==> config.mk <==
export PLATFORM = sky130hd
export DESIGN_NAME = serial_mul_stream
export DESIGN_NICKNAME = d
export VERILOG_FILES = /design/src/rtl/serial_mul_stream.sv
export SDC_FILE = /design/constraint.sdc
export NUM_CORES = 2
export LEC_CHECK = 0
export ABC_CLOCK_PERIOD_IN_PS = 39400
export CAP_MARGIN = 20
export CORE_MARGIN = 2
export CORE_UTILIZATION = 45
export DETAILED_ROUTE_END_ITERATION = 16
export SLEW_MARGIN = 20
export SYNTH_ARGS = -nofsm -noshare
export SYNTH_HDL_FRONTEND = slang
export SYNTH_SLANG_ARGS = --single-unit
export TNS_END_PERCENT = 20
==> constraint.sdc <==
create_clock -name clk -period 39.4 [get_ports clk]
set_clock_uncertainty 0.05 [all_clocks]
set_input_delay 5.91 -clock clk [delete_from_list [all_inputs] [get_ports clk]]
set_output_delay 5.91 -clock clk [all_outputs]
set_load 0.02 [all_outputs]
==> src/rtl/serial_mul_stream.sv <==
`default_nettype none
// ============================================================================
// Module      : serial_mul_stream
// Description : Assembles operand pairs from MSD-first digit streams, queues
//               them in a small FIFO, multiplies them with a bit-serial
//               unsigned shift-add engine and streams the 2*WIDTH-bit product
//               out MSB chunk first over a valid/ready handshake.
// Revision    : 1.0 - initial release
// ============================================================================
module serial_mul_stream #(
    parameter int WIDTH = 64,
    parameter int DIGIT = 4,
    parameter int DEPTH = 4,
    parameter int OUT_W = 8
) (
    input  logic                       clk,
    input  logic                       rst,
    input  logic                       in_valid,
    output logic                       in_ready,
    input  logic [DIGIT-1:0]           in_a,
    input  logic [DIGIT-1:0]           in_b,
    input  logic                       abort,
    output logic                       out_valid,
    input  logic                       out_ready,
    output logic [OUT_W-1:0]           out_data,
    output logic                       out_last,
    output logic [$clog2(DEPTH+1)-1:0] fifo_count,
    output logic                       busy
);

    localparam int c_NDIG   = WIDTH / DIGIT;
    localparam int c_CNT_W  = (c_NDIG > 1) ? $clog2(c_NDIG) : 1;
    localparam int c_PTR_W  = $clog2(DEPTH);
    localparam int c_FCNT_W = $clog2(DEPTH + 1);
    localparam int c_NCHUNK = (2 * WIDTH) / OUT_W;
    localparam int c_IDX_W  = (c_NCHUNK > 1) ? $clog2(c_NCHUNK) : 1;
    localparam int c_BIT_W  = $clog2(WIDTH);

    localparam logic [c_CNT_W-1:0]  c_CNT_LAST = c_CNT_W'(c_NDIG - 1);
    localparam logic [c_FCNT_W-1:0] c_FULL     = c_FCNT_W'(DEPTH);
    localparam logic [c_IDX_W-1:0]  c_IDX_LAST = c_IDX_W'(c_NCHUNK - 1);
    localparam logic [c_BIT_W-1:0]  c_BIT_LAST = c_BIT_W'(WIDTH - 1);

    typedef enum logic [1:0] {
        ST_IDLE  = 2'd0,
        ST_MUL   = 2'd1,
        ST_DRAIN = 2'd2
    } state_t;

    // Loader state
    logic [c_CNT_W-1:0]    r_cnt;
    logic [WIDTH-1:0]      r_asm_a;
    logic [WIDTH-1:0]      r_asm_b;

    // FIFO state
    logic [2*WIDTH-1:0]    r_mem [DEPTH];
    logic [c_PTR_W-1:0]    r_wr_ptr;
    logic [c_PTR_W-1:0]    r_rd_ptr;
    logic [c_FCNT_W-1:0]   r_fcount;

    // Multiplier state
    state_t                r_state;
    logic [2*WIDTH-1:0]    r_mcand;
    logic [WIDTH-1:0]      r_mplier;
    logic [2*WIDTH-1:0]    r_acc;
    logic [c_BIT_W-1:0]    r_bit;
    logic [c_IDX_W-1:0]    r_idx;
    logic                  r_out_valid;
    logic [OUT_W-1:0]      r_out_data;
    logic                  r_out_last;

    logic                  w_last_digit;
    logic                  w_accept;
    logic                  w_push;
    logic                  w_pop;
    logic [WIDTH-1:0]      w_asm_a_next;
    logic [WIDTH-1:0]      w_asm_b_next;
    logic [2*WIDTH-1:0]    w_head;

    // Ready only drops when the word-completing digit would hit a full FIFO;
    // it looks at registered occupancy, so a same-cycle pop cannot raise it.
    assign w_last_digit = (r_cnt == c_CNT_LAST);
    assign in_ready     = !(w_last_digit && (r_fcount == c_FULL));
    assign w_accept     = in_valid && in_ready && !abort;
    assign w_push       = w_accept && w_last_digit;
    assign w_pop        = (r_state == ST_IDLE) && (r_fcount != '0);
    assign w_asm_a_next = {r_asm_a[WIDTH-DIGIT-1:0], in_a};
    assign w_asm_b_next = {r_asm_b[WIDTH-DIGIT-1:0], in_b};
    assign w_head       = r_mem[r_rd_ptr];

    assign fifo_count   = r_fcount;
    assign out_valid    = r_out_valid;
    assign out_data     = r_out_data;
    assign out_last     = r_out_last;
    assign busy         = (r_state != ST_IDLE);

    // Digit loader: shift digits in MSD first, abort wipes the partial word
    always_ff @(posedge clk or posedge rst) begin
        if (rst) begin
            r_cnt   <= '0;
            r_asm_a <= '0;
            r_asm_b <= '0;
        end else if (abort) begin
            r_cnt   <= '0;
            r_asm_a <= '0;
            r_asm_b <= '0;
        end else if (w_accept) begin
            if (w_last_digit) begin
                r_cnt   <= '0;
                r_asm_a <= '0;
                r_asm_b <= '0;
            end else begin
                r_cnt   <= r_cnt + 1'b1;
                r_asm_a <= w_asm_a_next;
                r_asm_b <= w_asm_b_next;
            end
        end
    end

    // FIFO storage: the completed pair is written including the final digit
    always_ff @(posedge clk) begin
        if (w_push) begin
            r_mem[r_wr_ptr] <= {w_asm_a_next, w_asm_b_next};
        end
    end

    // FIFO pointers and occupancy; pointers wrap naturally at DEPTH
    always_ff @(posedge clk or posedge rst) begin
        if (rst) begin
            r_wr_ptr <= '0;
            r_rd_ptr <= '0;
            r_fcount <= '0;
        end else begin
            if (w_push) r_wr_ptr <= r_wr_ptr + 1'b1;
            if (w_pop)  r_rd_ptr <= r_rd_ptr + 1'b1;
            if (w_push && !w_pop)      r_fcount <= r_fcount + 1'b1;
            else if (w_pop && !w_push) r_fcount <= r_fcount - 1'b1;
        end
    end

    // Multiplier FSM: pop, WIDTH shift-add steps, then chunked drain
    always_ff @(posedge clk or posedge rst) begin
        if (rst) begin
            r_state     <= ST_IDLE;
            r_mcand     <= '0;
            r_mplier    <= '0;
            r_acc       <= '0;
            r_bit       <= '0;
            r_idx       <= '0;
            r_out_valid <= 1'b0;
            r_out_data  <= '0;
            r_out_last  <= 1'b0;
        end else begin
            case (r_state)
                ST_IDLE: begin
                    if (w_pop) begin
                        r_mcand  <= {{WIDTH{1'b0}}, w_head[2*WIDTH-1:WIDTH]};
                        r_mplier <= w_head[WIDTH-1:0];
                        r_acc    <= '0;
                        r_bit    <= '0;
                        r_state  <= ST_MUL;
                    end
                end
                ST_MUL: begin
                    if (r_mplier[0]) r_acc <= r_acc + r_mcand;
                    r_mcand  <= r_mcand << 1;
                    r_mplier <= r_mplier >> 1;
                    r_bit    <= r_bit + 1'b1;
                    if (r_bit == c_BIT_LAST) begin
                        r_idx   <= '0;
                        r_state <= ST_DRAIN;
                    end
                end
                ST_DRAIN: begin
                    // First DRAIN cycle presents chunk 0; later ones advance
                    // only on an accepted handshake so data stays stable.
                    if (!r_out_valid) begin
                        r_out_valid <= 1'b1;
                        r_out_data  <= r_acc[2*WIDTH-1 -: OUT_W];
                        r_acc       <= r_acc << OUT_W;
                        r_out_last  <= (r_idx == c_IDX_LAST);
                    end else if (out_ready) begin
                        if (r_out_last) begin
                            r_out_valid <= 1'b0;
                            r_out_data  <= '0;
                            r_out_last  <= 1'b0;
                            r_state     <= ST_IDLE;
                        end else begin
                            r_idx      <= r_idx + 1'b1;
                            r_out_data <= r_acc[2*WIDTH-1 -: OUT_W];
                            r_acc      <= r_acc << OUT_W;
                            r_out_last <= ((r_idx + 1'b1) == c_IDX_LAST);
                        end
                    end
                end
                default: begin
                    r_state <= ST_IDLE;
                end
            endcase
        end
    end

endmodule
`default_nettype wire

* Word level (Yosys, flattened, before mapping)
Memory sizes are Yosys's and may differ from the RTL's.
Index checks and enable logic that the tools add are counted.
Widths: inputs -> output; s select.
** Storage, ports and cells
- Flip-flop bits (word level) :: 473
- Memory bits (writable) :: 512
- Bits of input ports :: 13
- Output and inout bits :: 15
- Logic and storage cells :: 110
- Memories :: 1
** Operators by class
- Add/sub/neg operators :: 8
- Equal/unequal tests :: 17
- Multiplexer cells :: 45
- Reductions and logical operators :: 24
** Memory list
- r_mem :: depth 4, bits a word 128, rd ports 1, clocked after Yosys merged registers in 0, write ports 1, RTL line 56 : logic [2*WIDTH-1:0] r_mem [DEPTH];
** Operators with widths (count)
- $mux 128 :: 6
- $pmux 128 s3 :: 1
- $mux 60 :: 6
- $pmux 128 s2 :: 1
- $add 128x128->128 :: 1
- $pmux 64 s2 :: 1
- $mux 64 :: 1
- $mux 4 :: 7
- $mux 8 :: 3
- $ne 2x2->1 const B :: 8
- $reduce_and 5->1 :: 3
- $eq 4x4->1 const B :: 3
- $pmux 6 s2 :: 1
- $mux 2 :: 5
- $reduce_bool 2->1 :: 5
- $add 4x1->4 const B :: 2
- $mux 1 :: 8
- $pmux 4 s2 :: 1
- $logic_and 1x1->1 :: 7
- $add 6x1->6 const B :: 1
- $eq 6x6->1 const B :: 1
- $mux 3 :: 2
- $mux 6 :: 1
- $ne 3x3->1 const B :: 2
- 11 further kinds :: 17

* Logic depth before layout (Yosys ltp)
- Word-level depth :: 10
- Depth in mapped cells :: 14

* Worst setup path after synthesis
No wires, ideal clock.
- Path type :: input-to-reg
- Start :: input abort
- End :: memory r_mem[0][0] in the netlist's numbering (enable)
- Data arrival time :: 9.577 ns
- Path slack :: 29.270 ns
- Cell stages on the path :: 3
- Buffers on the path :: 1
- Cells stage by stage :: clkbuf_1 > nor3b_1 > and2_1
** Between the ends
- Cells in the longest elaborated chain, start to end :: 5
** Ends and longest elaborated chain
- from (decl) :: RTL line 22 : input logic abort,
- $logic_not 1->1 :: RTL line 84 : assign w_accept = in_valid && in_ready && !abort;
- $logic_and 1x1->1 :: RTL line 84
- $logic_and 1x1->1 :: RTL line 85 : assign w_push = w_accept && w_last_digit;
- net w_push :: RTL line 74 : logic w_push;
- $mux 1 :: RTL line 122 : if (w_push) begin
- $mux 1 (not written as such) :: RTL line 123 : r_mem[r_wr_ptr] <= {w_asm_a_next, w_asm_b_next};
- to (decl) :: RTL line 56
The timed path passes the listed nets, and every way through them passes these cells.

* Final worst setup path
- Start :: input out_ready
- End :: register r_acc[75]
** Between the ends
- Cells in the longest elaborated chain, start to end :: 2
** Ends and longest elaborated chain
- from (decl) :: RTL line 24 : input logic out_ready,
- $ne 3x3->1 (no line)
- $reduce_and 5->1 (no line)
- to (signal assigned) :: RTL line 165 : if (r_mplier[0]) r_acc <= r_acc + r_mcand;
- to (signal assigned) :: RTL line 180 : r_acc <= r_acc << OUT_W;
- to (signal assigned) :: RTL line 191 : r_acc <= r_acc << OUT_W;
- to (decl) :: RTL line 65 : logic [2*WIDTH-1:0] r_acc;
No other way between the ends.
A chain may end at the register's enable or synchronous reset.

==> results by stage <==
Status:
- The run finished with clean final reports.

Floorplanning:
- The width of the die is 324 um.
- For this configuration, the core starts out at a cell density of 45.3%.
- The number of top-level design ports is 28.
- The die covers 0.105 mm^2.
- The die is 324 um tall.
- The placeable core area is 0.102 mm^2.
- The number of standard-cell rows in the floorplan is 117.

Routing:
- The via density per instance is 5.82.
- The number of vias in the routed layout is 29.4k.
- Wires add up to 107,000 um.
- The number of DRC markers in iteration 0 is 2,250.
- The pre-antenna-repair detailed-routing pass consisted of 6 iterations.
- The detail route stage leaves a number of antenna-violating nets equal to 0.
- For this run, design rule violations remaining after detail routing come to 0.
- In the final routed layout, each cell accounts on average for 21.1 um.

Min path:
- The worst hold endpoint is out_data[3].
- The start point of the worst min-delay path is out_data[3].
- The worst hold path belongs to the class reg -> reg.
- The hold path depth is 2.

Layout:
- The repair_antennas step left the layout with diodes totalling 0.
- After routing the design area is 0.0510 mm^2.
- Fill cells in the final layout number 8,790.
- The area growth from synthesis to layout is 10.6%.
- The share of cells above drive strength 1 is 10.3%.
- The utilization of the core after routing is 50.1%.
- The final layout contains 3,745 nets.

Synthesis:
- The flip-flop and latch count after synthesis is 985.
- After synthesis the cells add up to 0.0461 mm^2.
- Sequential elements use 59.0% of the synthesized area.
- The synthesized design contains 512 enable-type register cells.
- The cell type with the largest total area after synthesis is edfxtp_1.
- The proportion of register bits with asynchronous set or reset after synthesis is 48.0%.
- Among all flip-flop cells after synthesis, the most frequent one is edfxtp_1.
- Counting every instance in the synthesized netlist gives 3,677.
- The leading cell type by number of instances after synthesis is edfxtp_1.
- The commonest cells after synthesis are edfxtp_1, dfrtp_1, nand2_1, o21ai_0, a21oi_1.
- After synthesis, the cell types taking the most area are edfxtp_1, dfrtp_1, mux4_2.
- The mean instance size in the synthesized netlist is 12.5 um^2.
- The netlist uses 80 different library cells.
- When the netlist entered floorplanning its net count stood at 3,833.
- The proportion of netlist area held by the largest area contributor is 33.3%.
- The number of synthesis warnings is 0.

Clock tree:
- The clock passes through at most 3 buffers.
- The number of clock sinks is 985.
- The number of setup buffers added after CTS is 0.
- The later-pin clock latency in the skew report is 0.71 ns.
- The buffer cell driving the clock tree root is clkbuf_16.
- The post-cts gate resize count is 0.
- The hold-fix buffer count after cts is 0.
- The number of H-tree levels is 3.
- TritonCTS built the clock tree.
- The clock-pin slew of the registers on the worst-case setup and hold paths is 0.07 ns.
- The total clock buffers created by CTS is 100.

Timing:
- The total negative slack is 0 ns.
- For the pin with the worst max-slew slack, the measured transition is 1.08 ns.
- The final critical path takes up 22.5% of the cycle.
- Setup repair after global routing left no endpoint under its margin.
- The number of setup violations in the final report is 0.
- The final hold violation count is 0.
- The minimum clock period after layout is 8.86 ns.
- The achievable frequency is 113 MHz.
- The headroom to the max-slew limit is 27.8%.
- The final max-slew violation count is 0.

GRT:
- Entering global routing, the biggest net connects 217 pins.
- The via count of the first global-routing pass was 29.1k.
- The global-route wire length before repair is 170,000 um.
- Global routing used 20.6% of the available tracks across all layers.
- The number of antenna violations at the first check in global routing is 0.
- The total overflow left after global routing is 0.

Critical path:
- The startpoint identified for the worst register-to-register timing path is r_mcand[0].
- The category of cells accounting for the largest share of critical-path delay is buffers and inverters.
- For the worst flop-to-flop path, the logic depth is 14.
- The capturing element type of the critical path is a flip-flop.
- The most used cell along the critical path is buf_4.
- Data arrives at the worst endpoint at 9.43 ns.
- The buffering stage count on the worst path with inverters included is 4.
- The register-to-register setup slack is 34.13 ns.
- The type of the worst setup path is in -> reg.
- The critical path goes through clkdlybuf4s50_1, inv_1, o21ai_0, or2_2, and3_2, buf_4, nand3_4, buf_4, a211oi_1, or3_1.
- The critical path data required time is 39.98 ns.
- The largest stage delay on the critical path is 0.66 ns.
- The kind of launch point of the worst setup path is an input pin.
- The peak fanout along the critical path is 72.
- The slowest stage of the critical path belongs to the cell buf_4.
- The worst register-to-register path ends at r_acc[126].

Job:
- Max-cap violations in this run came to 0.

Power and ir drop:
- The static power due to leakage is 20.4 nW.
- The total power divided by cell area is 69.2 mW/mm^2.
- The worst supply voltage drop on vdd is 0.0560 mV.
- Total power for the finished layout comes to 3.53 mW.

Place:
- The half-perimeter wire length after detailed placement is 67,100 um.
- Routability-driven placement finished with a final weighted congestion of 0.928.
- Summing all placed instances gives a cell area of 0.0475 mm^2.
- Port buffering added 27 buffers.
worst register-to-register path, cell delays in order, from the launching register on:
cell	delay, ns
dfrtp_1	0.50
ha_1	0.29
fa_1	0.41
a21o_1	0.21
a311oi_1	0.33
o21ai_1	0.24
o311ai_1	0.63
a41o_1	0.46
a2bb2oi_1	0.47
a2111oi_2	0.20
o311ai_1	0.67
a21oi_2	0.18
o2bb2ai_1	0.25
xor2_1	0.15
o21ai_0	0.08
metrics by stage:
step                hold slack, ns  cells  worst slack [ns]
floorplan                    0.399   3677             20.25
global placement             0.411   4854             29.86
detailed placement           0.419   4854             29.87
CTS                          0.433   5043             30.59
global route                 0.455   5044             30.29
finish                       0.425   5044             30.54
layout make-up:
| cell class | count | area (um^2) | share of cell area [%] |
|---|---|---|---|
| clock buffer | 140 | 2830 | 5.56 |
| clock inverter | 49 | 617 | 1.21 |
| inverter | 55 | 221 | 0.434 |
| multi-input combinational | 2386 | 17800 | 34.9 |
| sequential | 985 | 27200 | 53.4 |
| tap | 1368 | 1710 | 3.36 |
| timing repair buffer | 61 | 571 | 1.12 |
cells in the final DEF, fill, tap and decap left out, types with 10 or more instances in the layout:
| cell | synthesis | final |
|---|---|---|
| a31oi_1 | 21 | 21 |
| o21a_1 | 16 | 16 |
| nand3_1 | 28 | 26 |
| clkbuf_8 | 0 | 16 |
| dfrtp_1 | 473 | 471 |
| nor3_1 | 24 | 24 |
| a21boi_0 | 10 | 10 |
| edfxtp_1 | 512 | 512 |
| buf_4 | 0 | 31 |
| xnor2_1 | 72 | 72 |
| mux4_2 | 128 | 128 |
| a21o_1 | 78 | 78 |
| nand2_1 | 337 | 337 |
| nor2_1 | 156 | 154 |
| a22oi_1 | 30 | 30 |
| nor2b_1 | 12 | 12 |
| o21bai_1 | 35 | 35 |
| ha_1 | 141 | 140 |
| mux2i_1 | 130 | 130 |
| inv_1 | 54 | 53 |
| a22o_1 | 195 | 195 |
| clkdlybuf4s50_1 | 0 | 27 |
| clkbuf_16 | 0 | 101 |
| clkinv_2 | 0 | 18 |
| nand4_1 | 72 | 72 |
| xor2_1 | 61 | 61 |
| and3_1 | 61 | 60 |
| a21oi_1 | 265 | 264 |
| clkbuf_1 | 207 | 23 |
| o22ai_1 | 37 | 37 |
| o21ai_0 | 322 | 322 |
report_power, final:
part           total, mW  internal [mW]  leakage [nW]  switching, mW
clock              0.975          0.561          1.67          0.414
sequential          1.34           1.20          10.8          0.137
combinational       1.22          0.458          7.90          0.760
per-layer routing:
layer | routed length (um) | vias up | global-route usage [%]
li1 | - | 13800 | -
met1 | 51500 | 14800 | 30.8
met2 | 48600 | 606 | 31.9
met3 | 4530 | 155 | 2.81
met4 | 2030 | 0 | 4.81
met5 | 0 | - | 0
worst max path at each step:
stage / start / endpoint / slack [ns] / cells past startpoint
2_1_floorplan: rst / fifo_count[0] / 20.25 / 1
3_3_place_gp: out_ready / r_acc[75] / 29.86 / 10
3_5_place_dp: out_ready / r_acc[75] / 29.87 / 10
4_1_cts: out_ready / r_acc[75] / 30.59 / 10
5_1_grt: out_ready / r_acc[75] / 30.29 / 10
6_report: out_ready / r_acc[75] / 30.54 / 10
sequential cells by signal (all words and copies together) (netlist names), 4 cells and up:
signal / flops
r_asm_b: 60
r_idx: 4
r_acc: 128
r_asm_a: 60
r_bit: 6
r_mem: 512
r_mcand: 128
out_data: 8
r_cnt: 4
r_mplier: 64
kinds of logic after synthesis:
| logic type | Yosys count | synth area share (%) |
|---|---|---|
| compound gates | 1102 | 15.5 |
| xor+xnor | 133 | 2.53 |
| fa+ha+maj | 143 | 3.91 |
| buf+inv | 306 | 2.53 |
| flops | 985 | 59.0 |
| mux | 262 | 9.17 |
| simple gates | 746 | 7.36 |
Note: power is estimated with default switching activity, not from simulation.
